[config.mk]
export PLATFORM = sky130hd
export DESIGN_NAME = dmem_arbiter
export DESIGN_NICKNAME = d
export VERILOG_FILES = /design/src/rtl/dmem_arb_pkg.sv /design/src/rtl/rr_priority_picker.sv /design/src/rtl/dmem_arbiter.sv
export SDC_FILE = /design/constraint.sdc
export NUM_CORES = 1
export LEC_CHECK = 0
export ABC_CLOCK_PERIOD_IN_PS = 4600
export BUFFER_PORTS_ARGS = -buffer_cell sky130_fd_sc_hd__buf_2
export CAP_MARGIN = 5
export CORE_ASPECT_RATIO = 0.7
export CORE_MARGIN = 1.5
export CORE_UTILIZATION = 30
export DETAILED_ROUTE_END_ITERATION = 8
export PLACE_DENSITY = 0.7
export SETUP_SLACK_MARGIN = 0.1
export SYNTH_ARGS = -nofsm -noshare
export SYNTH_HDL_FRONTEND = slang
export SYNTH_HIERARCHICAL = 1
export SYNTH_SLANG_ARGS = --single-unit
[constraint.sdc]
create_clock -name clk -period 4.6 [get_ports clk]
set_clock_uncertainty 0.05 [all_clocks]
set_input_delay 0.69 -clock clk [delete_from_list [all_inputs] [get_ports clk]]
set_output_delay 0.69 -clock clk [all_outputs]
set_load 0.02 [all_outputs]
[src/rtl/dmem_arb_pkg.sv]
// Shared definitions for the data-memory arbiter: FSM encoding, default sizes
// and the index-width helper used to size owner/last_owner fields.
package dmem_arb_pkg;

    typedef enum logic {
        IDLE = 1'b0,
        OWN  = 1'b1
    } arb_state_t;

    localparam int DEFAULT_NUM_REQ    = 3;
    localparam int DEFAULT_DATA_WIDTH = 12;
    localparam int DEFAULT_ADDR_WIDTH = 12;
    localparam int DEFAULT_MAX_BURST  = 16;

    function automatic int idx_width(input int n);
        return (n > 1) ? $clog2(n) : 1;
    endfunction

endpackage

[src/rtl/rr_priority_picker.sv]
// Combinational round-robin picker: first set ereq bit strictly after
// last_owner, wrapping around so last_owner itself comes last.
module rr_priority_picker
    import dmem_arb_pkg::*;
#(
    parameter int N = DEFAULT_NUM_REQ
) (
    input  logic [N-1:0]              ereq,
    input  logic [idx_width(N)-1:0]   last_owner,
    output logic [N-1:0]              pick,
    output logic                      any
);

    logic [N-1:0] upper;
    logic [N-1:0] src;
    logic         found;

    always_comb begin
        upper = '0;
        for (int i = 0; i < N; i++) begin
            if (i > int'(last_owner)) upper[i] = 1'b1;
        end
        // Prefer requesters above last_owner; otherwise wrap to the bottom.
        src = (|(ereq & upper)) ? (ereq & upper) : ereq;
        pick  = '0;
        found = 1'b0;
        for (int i = 0; i < N; i++) begin
            if (src[i] && !found) begin
                pick[i] = 1'b1;
                found   = 1'b1;
            end
        end
        any = |ereq;
    end

endmodule

[src/rtl/dmem_arbiter.sv]
// Round-robin arbiter sharing one single-port synchronous data RAM between
// requesters, with a burst limit, per-owner lock and sequencer masking.
module dmem_arbiter
    import dmem_arb_pkg::*;
#(
    parameter int NUM_REQ    = DEFAULT_NUM_REQ,
    parameter int DATA_WIDTH = DEFAULT_DATA_WIDTH,
    parameter int ADDR_WIDTH = DEFAULT_ADDR_WIDTH,
    parameter int MAX_BURST  = DEFAULT_MAX_BURST
) (
    input  logic                          clk,
    input  logic                          rstN,
    input  logic [NUM_REQ-1:0]            req,
    input  logic [NUM_REQ-1:0]            lock,
    input  logic [NUM_REQ-1:0]            req_mask,
    input  logic [NUM_REQ-1:0]            wrEn,
    input  logic [NUM_REQ*ADDR_WIDTH-1:0] addr,
    input  logic [NUM_REQ*DATA_WIDTH-1:0] wdata,
    output logic [NUM_REQ-1:0]            gnt,
    output logic [NUM_REQ-1:0]            rvalid,
    output logic [DATA_WIDTH-1:0]         rdata,
    output logic [ADDR_WIDTH-1:0]         mem_addr,
    output logic                          mem_wrEn,
    output logic [DATA_WIDTH-1:0]         mem_dataIn,
    input  logic [DATA_WIDTH-1:0]         mem_dataOut
);

    localparam int OW = idx_width(NUM_REQ);
    localparam int BW = $clog2(MAX_BURST + 2);

    arb_state_t            state;
    logic [OW-1:0]         owner;
    logic [OW-1:0]         last_owner;
    logic [OW-1:0]         pick_idx;
    logic [BW-1:0]         burst_cnt;
    logic [BW-1:0]         burst_inc;
    logic [NUM_REQ-1:0]    ereq;
    logic [NUM_REQ-1:0]    pick;
    logic                  any;
    logic                  access;
    logic                  others;
    logic                  limit_hit;
    logic                  wr_sel;
    logic                  lock_sel;
    logic [ADDR_WIDTH-1:0] addr_sel;
    logic [DATA_WIDTH-1:0] wdata_sel;

    assign ereq      = req & req_mask;
    assign access    = |(gnt & ereq);
    assign others    = |(ereq & ~gnt);
    assign burst_inc = burst_cnt + BW'(1);
    assign limit_hit = burst_inc >= BW'(MAX_BURST);

    rr_priority_picker #(.N(NUM_REQ)) u_picker (
        .ereq       (ereq),
        .last_owner (last_owner),
        .pick       (pick),
        .any        (any)
    );

    always_comb begin
        pick_idx = '0;
        for (int i = 0; i < NUM_REQ; i++) begin
            if (pick[i]) pick_idx = OW'(i);
        end
    end

    // Owner index drives the RAM mux even while idle, so the bus never floats.
    always_comb begin
        addr_sel  = '0;
        wdata_sel = '0;
        wr_sel    = 1'b0;
        lock_sel  = 1'b0;
        for (int i = 0; i < NUM_REQ; i++) begin
            if (owner == OW'(i)) begin
                addr_sel  = addr[i*ADDR_WIDTH +: ADDR_WIDTH];
                wdata_sel = wdata[i*DATA_WIDTH +: DATA_WIDTH];
                wr_sel    = wrEn[i];
                lock_sel  = lock[i];
            end
        end
    end

    assign mem_addr   = addr_sel;
    assign mem_dataIn = wdata_sel;
    assign mem_wrEn   = access & wr_sel;
    assign rdata      = mem_dataOut;

    always_ff @(posedge clk) begin
        if (!rstN) begin
            state      <= IDLE;
            gnt        <= '0;
            owner      <= OW'(NUM_REQ - 1);
            last_owner <= OW'(NUM_REQ - 1);
            burst_cnt  <= '0;
            rvalid     <= '0;
        end else begin
            rvalid <= gnt & ereq & {NUM_REQ{~wr_sel}};
            case (state)
                IDLE: begin
                    if (any) begin
                        state      <= OWN;
                        gnt        <= pick;
                        owner      <= pick_idx;
                        last_owner <= pick_idx;
                        burst_cnt  <= '0;
                    end
                end
                OWN: begin
                    if (!access || (limit_hit && !lock_sel && others)) begin
                        burst_cnt <= '0;
                        if (any) begin
                            gnt        <= pick;
                            owner      <= pick_idx;
                            last_owner <= pick_idx;
                        end else begin
                            state <= IDLE;
                            gnt   <= '0;
                        end
                    end else if (limit_hit) begin
                        // Locked owner with waiters saturates so it yields as soon as lock drops.
                        burst_cnt <= others ? BW'(MAX_BURST) : '0;
                    end else begin
                        burst_cnt <= burst_inc;
                    end
                end
            endcase
        end
    end

endmodule
Yosys cells after proc, flatten, opt, wreduce, memory -nomap -nowiden
Index checks and enable logic that the tools add are counted.
{ "op_classes": {"addsub": 1, "multipliers": 0, "div": 0, "order_cmp": 3, "eq_ne": 4, "shifts": 0, "muxes": 39, "n_bitwise": 9, "reduce_logical": 15} }
{ "op_table": {"columns": ["cell", "count"], "rows": [
  ["12-bit 2-to-1 mux", 6],
  ["5-bit 2-to-1 mux", 4],
  ["3-bit AND", 5],
  ["1-bit 2-to-1 mux", 15],
  ["3-bit 2-to-1 mux", 4],
  ["3-bit OR reduction", 4],
  ["2-bit 2-to-1 mux", 5],
  ["5-bit case mux with 2 select lines", 1],
  ["2-bit case mux with 2 select lines", 2],
  ["3-bit case mux with 2 select lines", 1],
  ["5-bit by 1-bit adder with 5-bit output, second input constant", 1],
  ["5-bit >= comparator, second input constant", 1],
  ["1-bit logical AND", 4],
  ["1-bit logical NOT", 4],
  ["3-bit NOT", 1],
  ["2-bit by 1-bit equality test with 1-bit output, second input constant", 1],
  ["2-bit equality test, second input constant", 1],
  ["1-bit by 2-bit greater-than comparator with 1-bit output, first input constant", 1],
  ["2-bit greater-than comparator, first input constant", 1],
  ["2-bit logical NOT", 1],
  ["2-bit by 1-bit inequality test with 1-bit output, second input constant", 1],
  ["2-bit inequality test, second input constant", 1],
  ["1-bit NOT", 2],
  ["1-bit case mux with 2 select lines", 1],
  ["other kinds (3)", 3]
]} }
{ "word_totals": {"reg_bits": 16, "latchBits": 0, "ram_bits": 0, "rom_bits": 0, "out_inout_bits": 43, "word_cells": 77, "mem_count": 0} }

Depth between registers and ports, before layout
Gate-level depths: netlist of run 1.
{ "logic_depth": {"depth_word": 16, "mapped_depth": 7} }

Hierarchy
The synthesis of run 1 kept the hierarchy.
{ "by_module_without_submodules": {"columns": ["mod", "instances", "cells_per_inst", "area_each_um2", "seq_area_each_um2"], "rows": [
  ["dmem_arbiter", 1, 175, 1305.0, 280.3],
  ["rr_priority_picker", 1, 10, 65.1, 0.0]
]} }

Least setup slack after synthesis of run 1
No wires, ideal clock.
{ "synth_timing": {"kind": "register to output", "startpoint": "register owner[1]", "endpoint": "output mem_addr[0]", "t_arrival_ps": 1374, "setup_slack_ps": 2486, "path_stages_with_launch": 5, "n_path_buf": 2, "path_cell_list": "dfxtp_1 > buf_6 > buf_2 > mux2i_1 > o21ai_0"} }
{ "synth_between": {"elab_chain_len": 4, "elab_cells_between_ends": 6} }
{ "synth_rtl": {"columns": ["item", "line_no", "text"], "rows": [
  ["from (decl)", "dmem_arbiter.sv:32", "logic [OW-1:0] owner;"],
  ["from (signal assigned)", "dmem_arbiter.sv:93", "owner <= OW'(NUM_REQ - 1);"],
  ["from (signal assigned)", "dmem_arbiter.sv:104", "owner <= pick_idx;"],
  ["from (signal assigned)", "dmem_arbiter.sv:114", "owner <= pick_idx;"],
  ["2-bit logical NOT", "dmem_arbiter.sv:75", "if (owner == OW'(i)) begin"],
  ["12-bit 2-to-1 mux (2 in series)", "dmem_arbiter.sv:75", null],
  ["12-bit 2-to-1 mux *", "dmem_arbiter.sv:75", null],
  ["to (decl)", "dmem_arbiter.sv:22", "output logic [ADDR_WIDTH-1:0] mem_addr,"]
]} }
Every way passes the cells marked *; elsewhere a longest branch is shown, timed or not.

Worst setup path in the final report of run 1
{ "layout_timing": {"startpoint": "register owner[1]", "endpoint": "output mem_wrEn"} }
{ "layout_between": {"elab_chain_len": 5, "elab_cells_between_ends": 7} }
{ "layout_rtl": {"columns": ["item", "line_no", "text"], "rows": [
  ["2-bit logical NOT", "dmem_arbiter.sv:75", null],
  ["1-bit 2-to-1 mux (2 in series)", "dmem_arbiter.sv:75", null],
  ["1-bit 2-to-1 mux *", "dmem_arbiter.sv:75", null],
  ["1-bit AND *", "dmem_arbiter.sv:86", "assign mem_wrEn = access & wr_sel;"],
  ["to (decl)", "dmem_arbiter.sv:23", "output logic mem_wrEn,"]
]} }
Marked as above.

==> out/metrics.cfg, run 1 <==
[clock_network]
clk_path_buf_depth = 2
cts_tree = done
h-tree-depth = 1
clk_latency_ns = 0.24
cts_hold_buf = 0
post_cts.repair.setup_buffers = 0
clock_sinks = 14
cts_buffers = 3
clockRootBuffer = clkbuf_8
path_clk_slew_ns = 0.06
post_cts_resized = 0

[cells_and_area]
area_delta_synth_final_pct = 40.9
finalNetCount = 384
diodes = 0
most-common-layout-cells = 116 x buf_2, 37 x nand2_1, 28 x o21ai_0
final_common_cell = buf_2
drive_gt1_frac = 0.454
postLayoutCellArea_mm2 = 0.00193

[pwr]
p_leak_uw = 0.00102
max-vdd-ir-drop_mv = 0.0874
powerDensity_mw_per_mm2 = 225
total_power_uw = 435

[routing]
via_per_inst = 4.80
antenna_left = 0
finalWirelength_um = 3960
firstDrtPassIters = 4
drt_iter0_markers = 83
wire_per_inst_um = 11.7
via_count = 1628
drc_errors = 0

[logic_synthesis]
ys_seq_area_frac = 0.205
async_reset_ff_frac = 0
avgSynthCellArea_um2 = 7.41
synthFlopType = dfxtp_1
ys_warn_count = 6
synth-seq-cells = 14
synthCells = 185
synthDistinctLibCells = 38
syn-num-nets = 284
syn_area_mm2 = 0.00137
synth_edf_count = 0

[worst_setup_path]
crit_path_cell_trace = nor2b_4 > a21oi_1 > a31oi_1 > buf_2
r2r_slack_ns = 2.45
cp-end-kind = output port
cp_slowest_stage_delay_ns = 0.95
startpoint_type = flip-flop
cp.required_ns = 3.86
crit_path_max_fanout = 31
worstSetupPathType = reg2out
slowest_stage = dfxtp_2
critPathArrivalTime_ns = 2.04

[job]
max-cap-violations = 0

[global_route]
grt_pass1_wl_um = 6250
grt_use_total = 0.153
antenna_found_initial = 0
grt_max_degree = 32
grt-ovfl-total = 0
grt_pass1_vias = 1358

[sta]
setup-tns-final_ns = 0
finalSetupViolCount = 0
period_share = 0.605
max_slew_margin = 0.375
min_period_ns = 2.78
hold_violations = 0
tightestPinTransition_ns = 0.937
grt_setup_unrepaired = no
drv_slew = 0
fmax_ghz = 0.359

[place]
io_buffers = 116
place_area_mm2 = 0.00188
dp_hpwl_um = 3040
place.gp.congestion = 0.773

[run_status]
status = complete, no violations

[die]
die_h_um = 59.5
io_pins = 141
initial_core_util = 0.315
rows = 20
die_x_um = 83.8
coreArea_mm2 = 0.00435
dieArea_mm2 = 0.00499

[min_path]
hold_class = reg2reg

layer usage:
| layer | vias to the layer above | global-route usage | wire (µm) |
|---|---|---|---|
| li1 | 831 | - | - |
| met1 | 722 | 0.206 | 1860 |
| met2 | 71 | 0.245 | 1750 |
| met3 | 4 | 0.0474 | 331 |
| met4 | 0 | 0.0304 | 19 |
| met5 | - | 0 | 0 |
sequential cells by signal, summed over array words and instances (netlist names):
register,count
rvalid,3
burst_cnt,5
owner,2
state,1
gnt,3
cell usage after synthesis, drive strengths merged (2+ instances only):
| master | number | area, µm² |
|---|---|---|
| nand2 | 37 | 139 |
| o21ai | 28 | 140 |
| mux2i | 27 | 270 |
| buf | 17 | 134 |
| dfxtp | 14 | 280 |
| nor2 | 9 | 33.8 |
| inv | 6 | 22.5 |
| nand3 | 6 | 30.0 |
| clkbuf | 5 | 18.8 |
| nor2b | 5 | 38.8 |
| and2 | 3 | 18.8 |
| nand2b | 3 | 26.3 |
| o22ai | 3 | 18.8 |
| a22o | 2 | 17.5 |
| a31oi | 2 | 27.5 |
kinds of logic (layout without fill, tap and decap cells):
kind of cell / Yosys count / in the layout / share of synthesized area
adders and majority gates: 1 / 1 / 0.00913
xor gates and xnor gates: 1 / 1 / 0.00639
muxes: 27 / 27 / 0.197
and+or+nand+nor: 68 / 68 / 0.236
buffers and inverters: 28 / 127 / 0.128
DFF: 14 / 14 / 0.205
AOI/OAI and AO/OA: 46 / 46 / 0.219
worst max-delay path: cells and delay by family, from the launching register on:
| family | cells | cell delay (ns) |
|---|---|---|
| AOI/OAI and AO/OA | 2 | 0.37 |
| DFF | 1 | 0.95 |
| buffers and inverters | 1 | 0.16 |
| and+or+nand+nor | 1 | 0.30 |
final cells by class:
cell class	instances	area [µm²]
timing repair buffer	117	588
clock buffer	4	55.1
tap	55	68.8
sequential	14	282
inverter	6	22.5
multi-input combinational	143	915
fill	461	2420
final timing paths:
kind	to	depth (start not counted)	startpoint
setup reg to reg	owner[0]	5	owner[1]
hold / removal	gnt[0]	2	gnt[0]
setup / recovery	mem_wrEn	4	owner[1]
hold reg to reg	gnt[0]	2	gnt[0]
power breakdown:
part	internal (µW)	switching, µW	leakage [µW]
clock	75.8	45.0	0.0000288
sequential	125	15.8	0.000114
combinational	81.1	92.2	0.000876
total	282	153	0.00102
through the flow:
stage | utilization | setup slack, ns | hold slack (ns) | std cells
2_1_floorplan | - | 2.49 | 0.425 | 185
3_3_place_gp | 0.431 | 2.08 | 0.444 | 335
3_5_place_dp | 0.431 | 2.03 | 0.441 | 335
4_1_cts | 0.443 | 1.76 | 0.451 | 339
5_1_grt | 0.443 | 1.65 | 0.491 | 339
6_report | 0.443 | 1.82 | 0.453 | 339
Note: power is estimated with default switching activity, not from simulation.
==> inputs of run 2 (changes only) <==
--- a/config.mk
+++ b/config.mk
@@ -5,14 +5,15 @@
 export SDC_FILE = /design/constraint.sdc
 export NUM_CORES = 1
 export LEC_CHECK = 0
-export ABC_CLOCK_PERIOD_IN_PS = 4600
+export ABC_AREA = 1
+export ABC_CLOCK_PERIOD_IN_PS = 2500
 export BUFFER_PORTS_ARGS = -buffer_cell sky130_fd_sc_hd__buf_2
 export CAP_MARGIN = 5
 export CORE_ASPECT_RATIO = 0.7
 export CORE_MARGIN = 1.5
 export CORE_UTILIZATION = 30
 export DETAILED_ROUTE_END_ITERATION = 8
-export PLACE_DENSITY = 0.7
+export PLACE_DENSITY = 0.73
 export SETUP_SLACK_MARGIN = 0.1
 export SYNTH_ARGS = -nofsm -noshare
 export SYNTH_HDL_FRONTEND = slang
==> constraint.sdc (replaced) <==
create_clock -name clk -period 2.5 [get_ports clk]
set_clock_uncertainty 0.05 [all_clocks]
set_input_delay 0.375 -clock clk [delete_from_list [all_inputs] [get_ports clk]]
set_output_delay 0.375 -clock clk [all_outputs]
set_load 0.02 [all_outputs]
==> run 2 against run 1 <==
Synthesized cell count is 31% higher. Global-route usage is 2.4 points higher. First-iteration DRC count is 22% lower. Cell count is 18% higher. Total power is 82% higher. Via count is 14% higher. Cell area is 0.13% higher. Die area is 2.2% lower. Clock power is 55% higher. Wire length is 8.3% higher. Sequential share of layout area is 0.084 points lower. Critical path type unchanged.
==> out/metrics.cfg, run 2 <==
[worst_setup_path]
startpoint_type = flip-flop
r2r-end = rvalid[2]
crit_path_cell_trace = inv_1 > nor2_2 > buf_4 > nand2_1 > nand3_1 > buf_2
r2r-start = owner[0]
critPathArrivalTime_ns = 1.71
cp.required_ns = 2.08
crit_path_max_fanout = 19
slowest_stage = dfxtp_1
r2r_slack_ns = 0.98
cp_slowest_stage_delay_ns = 0.45
critPathBufInv = 3
rr_worst_depth = 5
crit_cells = 6
critical-path-top-delay-family = buffers and inverters
worstSetupPathType = reg2out
cp-end-kind = output port

[clock_network]
clk_latency_ns = 0.24
h-tree-depth = 1
path_clk_slew_ns = 0.06
cts_buffers = 3
clk_path_buf_depth = 2
cts_hold_buf = 0
cts_tree = done
post_cts_resized = 0
clock_sinks = 14
post_cts.repair.setup_buffers = 0
clockRootBuffer = clkbuf_8

[cells_and_area]
diodes = 0
area_delta_synth_final_pct = 44.4
fin_util = 0.449
finalNetCount = 446
biggestRegsByFlops = burst_cnt (5), gnt (3), rvalid (3)
fillers = 475
most-common-layout-cells = 116 x buf_2, 104 x nand2_1, 43 x nand3_1
largest_register = burst_cnt
largest_reg_flops = 5
final_common_cell = buf_2
postLayoutCellArea_mm2 = 0.00193
drive_gt1_frac = 0.377

[min_path]
hold_class = in2reg
hold_start = rstN
hold_path_depth = 2
min_to = owner[1]

[die]
dieArea_mm2 = 0.00488
initial_core_util = 0.311
coreArea_mm2 = 0.00430
io_pins = 141
die_x_um = 82.8
die_h_um = 58.9
rows = 20

[routing]
wire_per_inst_um = 10.7
finalWirelength_um = 4290
via_per_inst = 4.66
antenna_left = 0
via_count = 1864
firstDrtPassIters = 6
drt_iter0_markers = 65
drc_errors = 0

[pwr]
switchingPower_uw = 313
max-vdd-ir-drop_mv = 0.174
total_power_uw = 793
powerDensity_mw_per_mm2 = 410
power.share.sequential = 0.302
p_comb_frac = 0.463
p_leak_uw = 0.00113
p_sw_frac = 0.395
p_clk_frac = 0.235
p_int_uw = 480

[logic_synthesis]
synthFlopType = dfxtp_1
yosys-top-cells-count = 104 x nand2_1, 43 x nand3_1, 22 x inv_1
ys_warn_count = 6
synth_edf_count = 0
syn-num-nets = 342
avgSynthCellArea_um2 = 5.51
synthDistinctLibCells = 20
synth_area_leaders = nand2_1 29%, dfxtp_1 21%, nand3_1 16%, buf_4 9.0%, inv_1 6.2%
async_reset_ff_frac = 0
synth-seq-cells = 14
yosys.area.top_type = nand2_1
synthCells = 243
yosys.cell_count.top_type = nand2_1
syn_area_mm2 = 0.00134
ys_seq_area_frac = 0.209
synth_top_cell_area_share = 0.292

[global_route]
grt-ovfl-total = 0
grt_pass1_vias = 1631
grt_pass1_wl_um = 7000
grt_max_degree = 20
grt_use_total = 0.177
antenna_found_initial = 0

[place]
dp_slack_ns = 0.615
place_area_mm2 = 0.00189
io_buffers = 116
place.gp.congestion = 0.870
dp_hpwl_um = 3540

[sta]
setup-tns-final_ns = 0
tightestPinTransition_ns = 0.466
finalSetupViolCount = 0
hold_violations = 0
max_slew_margin = 0.689
fin_ws_ns = 0.367
min_period_ns = 2.13
grt_setup_unrepaired = no
fmax_ghz = 0.469
drv_slew = 0
period_share = 0.853

[job]
max-cap-violations = 0

[run_status]
status = complete, no violations

## run 2: cell type report
class / instances / area [µm²] / area share
Timing Repair Buffer: 119 / 616 / 0.318
Tap cell: 55 / 68.8 / 0.0356
Sequential cell: 14 / 280 / 0.145
Inverter: 23 / 86.3 / 0.0447
Multi-Input combinational cell: 186 / 841 / 0.435
Clock buffer: 3 / 41.3 / 0.0214
## run 2: cell families after synthesis
family / after synthesis / share of synthesized area
adder cells (fa/ha/maj): 1 / 0.00934
flip-flops: 14 / 0.209
buffers and inverters: 43 / 0.166
AND/OR/NAND/NOR: 175 / 0.572
XOR/XNOR: 1 / 0.00654
AO/OA/AOI/OAI: 9 / 0.0365
## run 2: worst max path at each step
stage,start,end,slack [ns]
floorplan,owner[0],mem_dataIn[10],0.90
global placement,owner[1],mem_dataIn[5],0.66
detailed placement,owner[0],mem_dataIn[5],0.61
CTS,owner[0],mem_dataIn[5],0.34
global route,owner[1],mem_dataIn[7],0.15
finish,owner[1],mem_dataIn[5],0.37
## run 2: power groups by stage
stage | clock, µW | sequential, µW | combinational [µW]
2_1_floorplan | 0 | 245 | 244
3_3_place_gp | 0 | 244 | 367
3_5_place_dp | 0 | 244 | 369
4_1_cts | 192 | 239 | 370
5_1_grt | 202 | 241 | 408
6_report | 187 | 239 | 367
## run 2: metrics by stage
| step | hold slack [ns] | cells |
|---|---|---|
| global route | 0.377 | 400 |
| floorplan | 0.407 | 243 |
| finish | 0.372 | 400 |
| detailed placement | 0.429 | 397 |
| CTS | 0.377 | 400 |
| global placement | 0.422 | 397 |
## run 2: metal layers
layer	wire [µm]	GRT usage	vias to the layer above
li1	-	-	964
met4	70	0.0619	0
met5	0	0	-
met2	2110	0.331	92
met1	1720	0.204	801
met3	391	0.0393	7
==> inputs of run 3 (changes only) <==
--- a/config.mk
+++ b/config.mk
@@ -13,9 +13,8 @@
 export CORE_MARGIN = 1.5
 export CORE_UTILIZATION = 30
 export DETAILED_ROUTE_END_ITERATION = 8
-export PLACE_DENSITY = 0.73
+export PLACE_DENSITY = 0.75
 export SETUP_SLACK_MARGIN = 0.1
 export SYNTH_ARGS = -nofsm -noshare
 export SYNTH_HDL_FRONTEND = slang
-export SYNTH_HIERARCHICAL = 1
 export SYNTH_SLANG_ARGS = --single-unit
==> run 3 against run 2 <==
Setup slack improved by 0.078 ns. Synthesized area decreased by 3.9%. Critical endpoint is now mem_wrEn. Non-clock buffer count unchanged. Clock power about the same. Sequential share of layout area increased by 0.42 points. Register-to-register slack got worse by 0.05 ns. Die area decreased by 3.8%. Flip-flop and latch count unchanged.
==> out/metrics.cfg, run 3 <==
[run_status]
status = complete, no violations

[global_route]
grt-ovfl-total = 0
grt_use_total = 0.180
grt_pass1_wl_um = 6570
antenna_found_initial = 0
grt_pass1_vias = 1554
grt_max_degree = 26

[cells_and_area]
largest_reg_flops = 5
finalNetCount = 434
biggestRegsByFlops = burst_cnt (5), gnt (3), rvalid (3)
area_delta_synth_final_pct = 46.1
diodes = 0
most-common-layout-cells = 116 x buf_2, 98 x nand2_1, 44 x nand3_1
drive_gt1_frac = 0.393
final_common_cell = buf_2
fin_util = 0.468
postLayoutCellArea_mm2 = 0.00188
largest_register = burst_cnt

[routing]
finalWirelength_um = 4350
drc_errors = 0
wire_per_inst_um = 11.3
route.met2.wl_um = 2090
antenna_left = 0
route.top_layer_used = met4
wl_met3_um = 300
drt_iter0_markers = 74
met1_length_um = 1930
via_per_inst = 4.67
via_count = 1797
firstDrtPassIters = 4

[logic_synthesis]
synth_top_cell_area_share = 0.286
syn-num-nets = 330
yosys.area.top_type = nand2_1
synth_edf_count = 0
synthFlopType = dfxtp_1
yosys.cell_count.top_type = nand2_1
async_reset_ff_frac = 0
synth-seq-cells = 14
synth_area_leaders = nand2_1 29%, dfxtp_1 22%, nand3_1 17%, buf_4 7.0%, inv_1 4.7%
syn_area_mm2 = 0.00129
ys_warn_count = 0
yosys-top-cells-count = 98 x nand2_1, 44 x nand3_1, 16 x inv_1
ys_seq_area_frac = 0.218
avgSynthCellArea_um2 = 5.57
synthCells = 231
synthDistinctLibCells = 24

[pwr]
p_leak_uw = 0.00108
switchingPower_uw = 302
p_comb_frac = 0.454
p_clk_frac = 0.239
p_sw_frac = 0.387
p_int_uw = 480
power.share.sequential = 0.307
max-vdd-ir-drop_mv = 0.172
powerDensity_mw_per_mm2 = 416

[die]
rows = 19
dieArea_mm2 = 0.00470
coreArea_mm2 = 0.00402
die_h_um = 57.8
io_pins = 141
initial_core_util = 0.320
die_x_um = 81.3

[clock_network]
clk_path_buf_depth = 2
clockRootBuffer = clkbuf_8
cts_hold_buf = 0
path_clk_slew_ns = 0.06
cts_buffers = 3
clock_sinks = 14
post_cts_resized = 0
post_cts.repair.setup_buffers = 0
h-tree-depth = 1
cts_tree = done
clk_latency_ns = 0.25

[worst_setup_path]
slowest_stage = dfxtp_1
cp.required_ns = 2.08
worstSetupPathType = reg2out
critPathArrivalTime_ns = 1.63
cp_slowest_stage_delay_ns = 0.43
crit_path_max_fanout = 25
cp-end-kind = output port
r2r-start = owner[0]
startpoint_type = flip-flop
crit_path_cell_trace = inv_1 > nor2_2 > buf_4 > nand2_1 > nand3_1 > nand2_1 > inv_1 > buf_2
setup.worst_path.start = owner[0]

[place]
place_area_mm2 = 0.00184
dp_hpwl_um = 3520
place.gp.congestion = 0.892
io_buffers = 116

[sta]
period_share = 0.822
fmax_ghz = 0.487
min_period_ns = 2.05
grt_setup_unrepaired = no
tightestPinTransition_ns = 0.534
finalSetupViolCount = 0
hold_violations = 0
max_slew_margin = 0.643
drv_slew = 0
setup-tns-final_ns = 0

[min_path]
hold_start = rstN
hold_class = in2reg

[job]
max-cap-violations = 0

==> run 3: layer usage <==
| layer | track usage | vias to the layer above |
|---|---|---|
| met5 | 0 | - |
| met4 | 0.0443 | 0 |
| met3 | 0.0504 | 4 |
| met2 | 0.309 | 64 |
| met1 | 0.221 | 799 |
| li1 | - | 930 |
==> run 3: cells by family (layout without fill, tap and decap cells) <==
| logic type | Yosys count | in the layout | synth area share |
|---|---|---|---|
| AO/OA/AOI/OAI | 9 | 9 | 0.0379 |
| XOR/XNOR | 1 | 1 | 0.00681 |
| adder cells (fa/ha/maj) | 1 | 1 | 0.00973 |
| buffers and inverters | 37 | 139 | 0.154 |
| flip-flops | 14 | 14 | 0.218 |
| AND/OR/NAND/NOR | 169 | 169 | 0.574 |
==> run 3: layout make-up <==
cell class	count	area, µm²
Clock buffer	3	41.3
Fill cell	423	2140
Inverter	17	63.8
Multi-Input combinational cell	180	813
Sequential cell	14	280
Tap cell	52	65.1
Timing Repair Buffer	119	616
==> run 3: critical path: cells and delay by family, from the launching register on <==
kind / cells / cell delay (ns)
DFF: 1 / 0.43
and+or+nand+nor: 4 / 0.35
buffers and inverters: 4 / 0.58
==> run 3: metrics by stage <==
stage                     std cells  power (µW)  hold WS, ns  setup WS, ns
after CTS                       385         788        0.361         0.430
final                           385         782        0.366         0.446
after global routing            385         832        0.383         0.298
after floorplan                 231         477        0.411         0.885
after detailed placement        382         601        0.440         0.699
after global placement          382         598        0.435         0.749
==> run 3: worst paths after layout <==
path | endpoint | slack [ns] | cells past startpoint
worst max-delay path | mem_wrEn | 0.45 | 8
worst min-delay path | owner[1] | 0.37 | 2
worst max register to register | owner[0] | 0.93 | 7
worst min register to register | gnt[1] | 0.45 | 2
==> run 3: power groups by stage <==
stage	combinational (µW)	clock, µW	sequential [µW]
floorplan	228	0	249
detailed placement	356	0	245
CTS	357	190	240
global placement	354	0	244
finish	355	187	240
global route	391	199	242
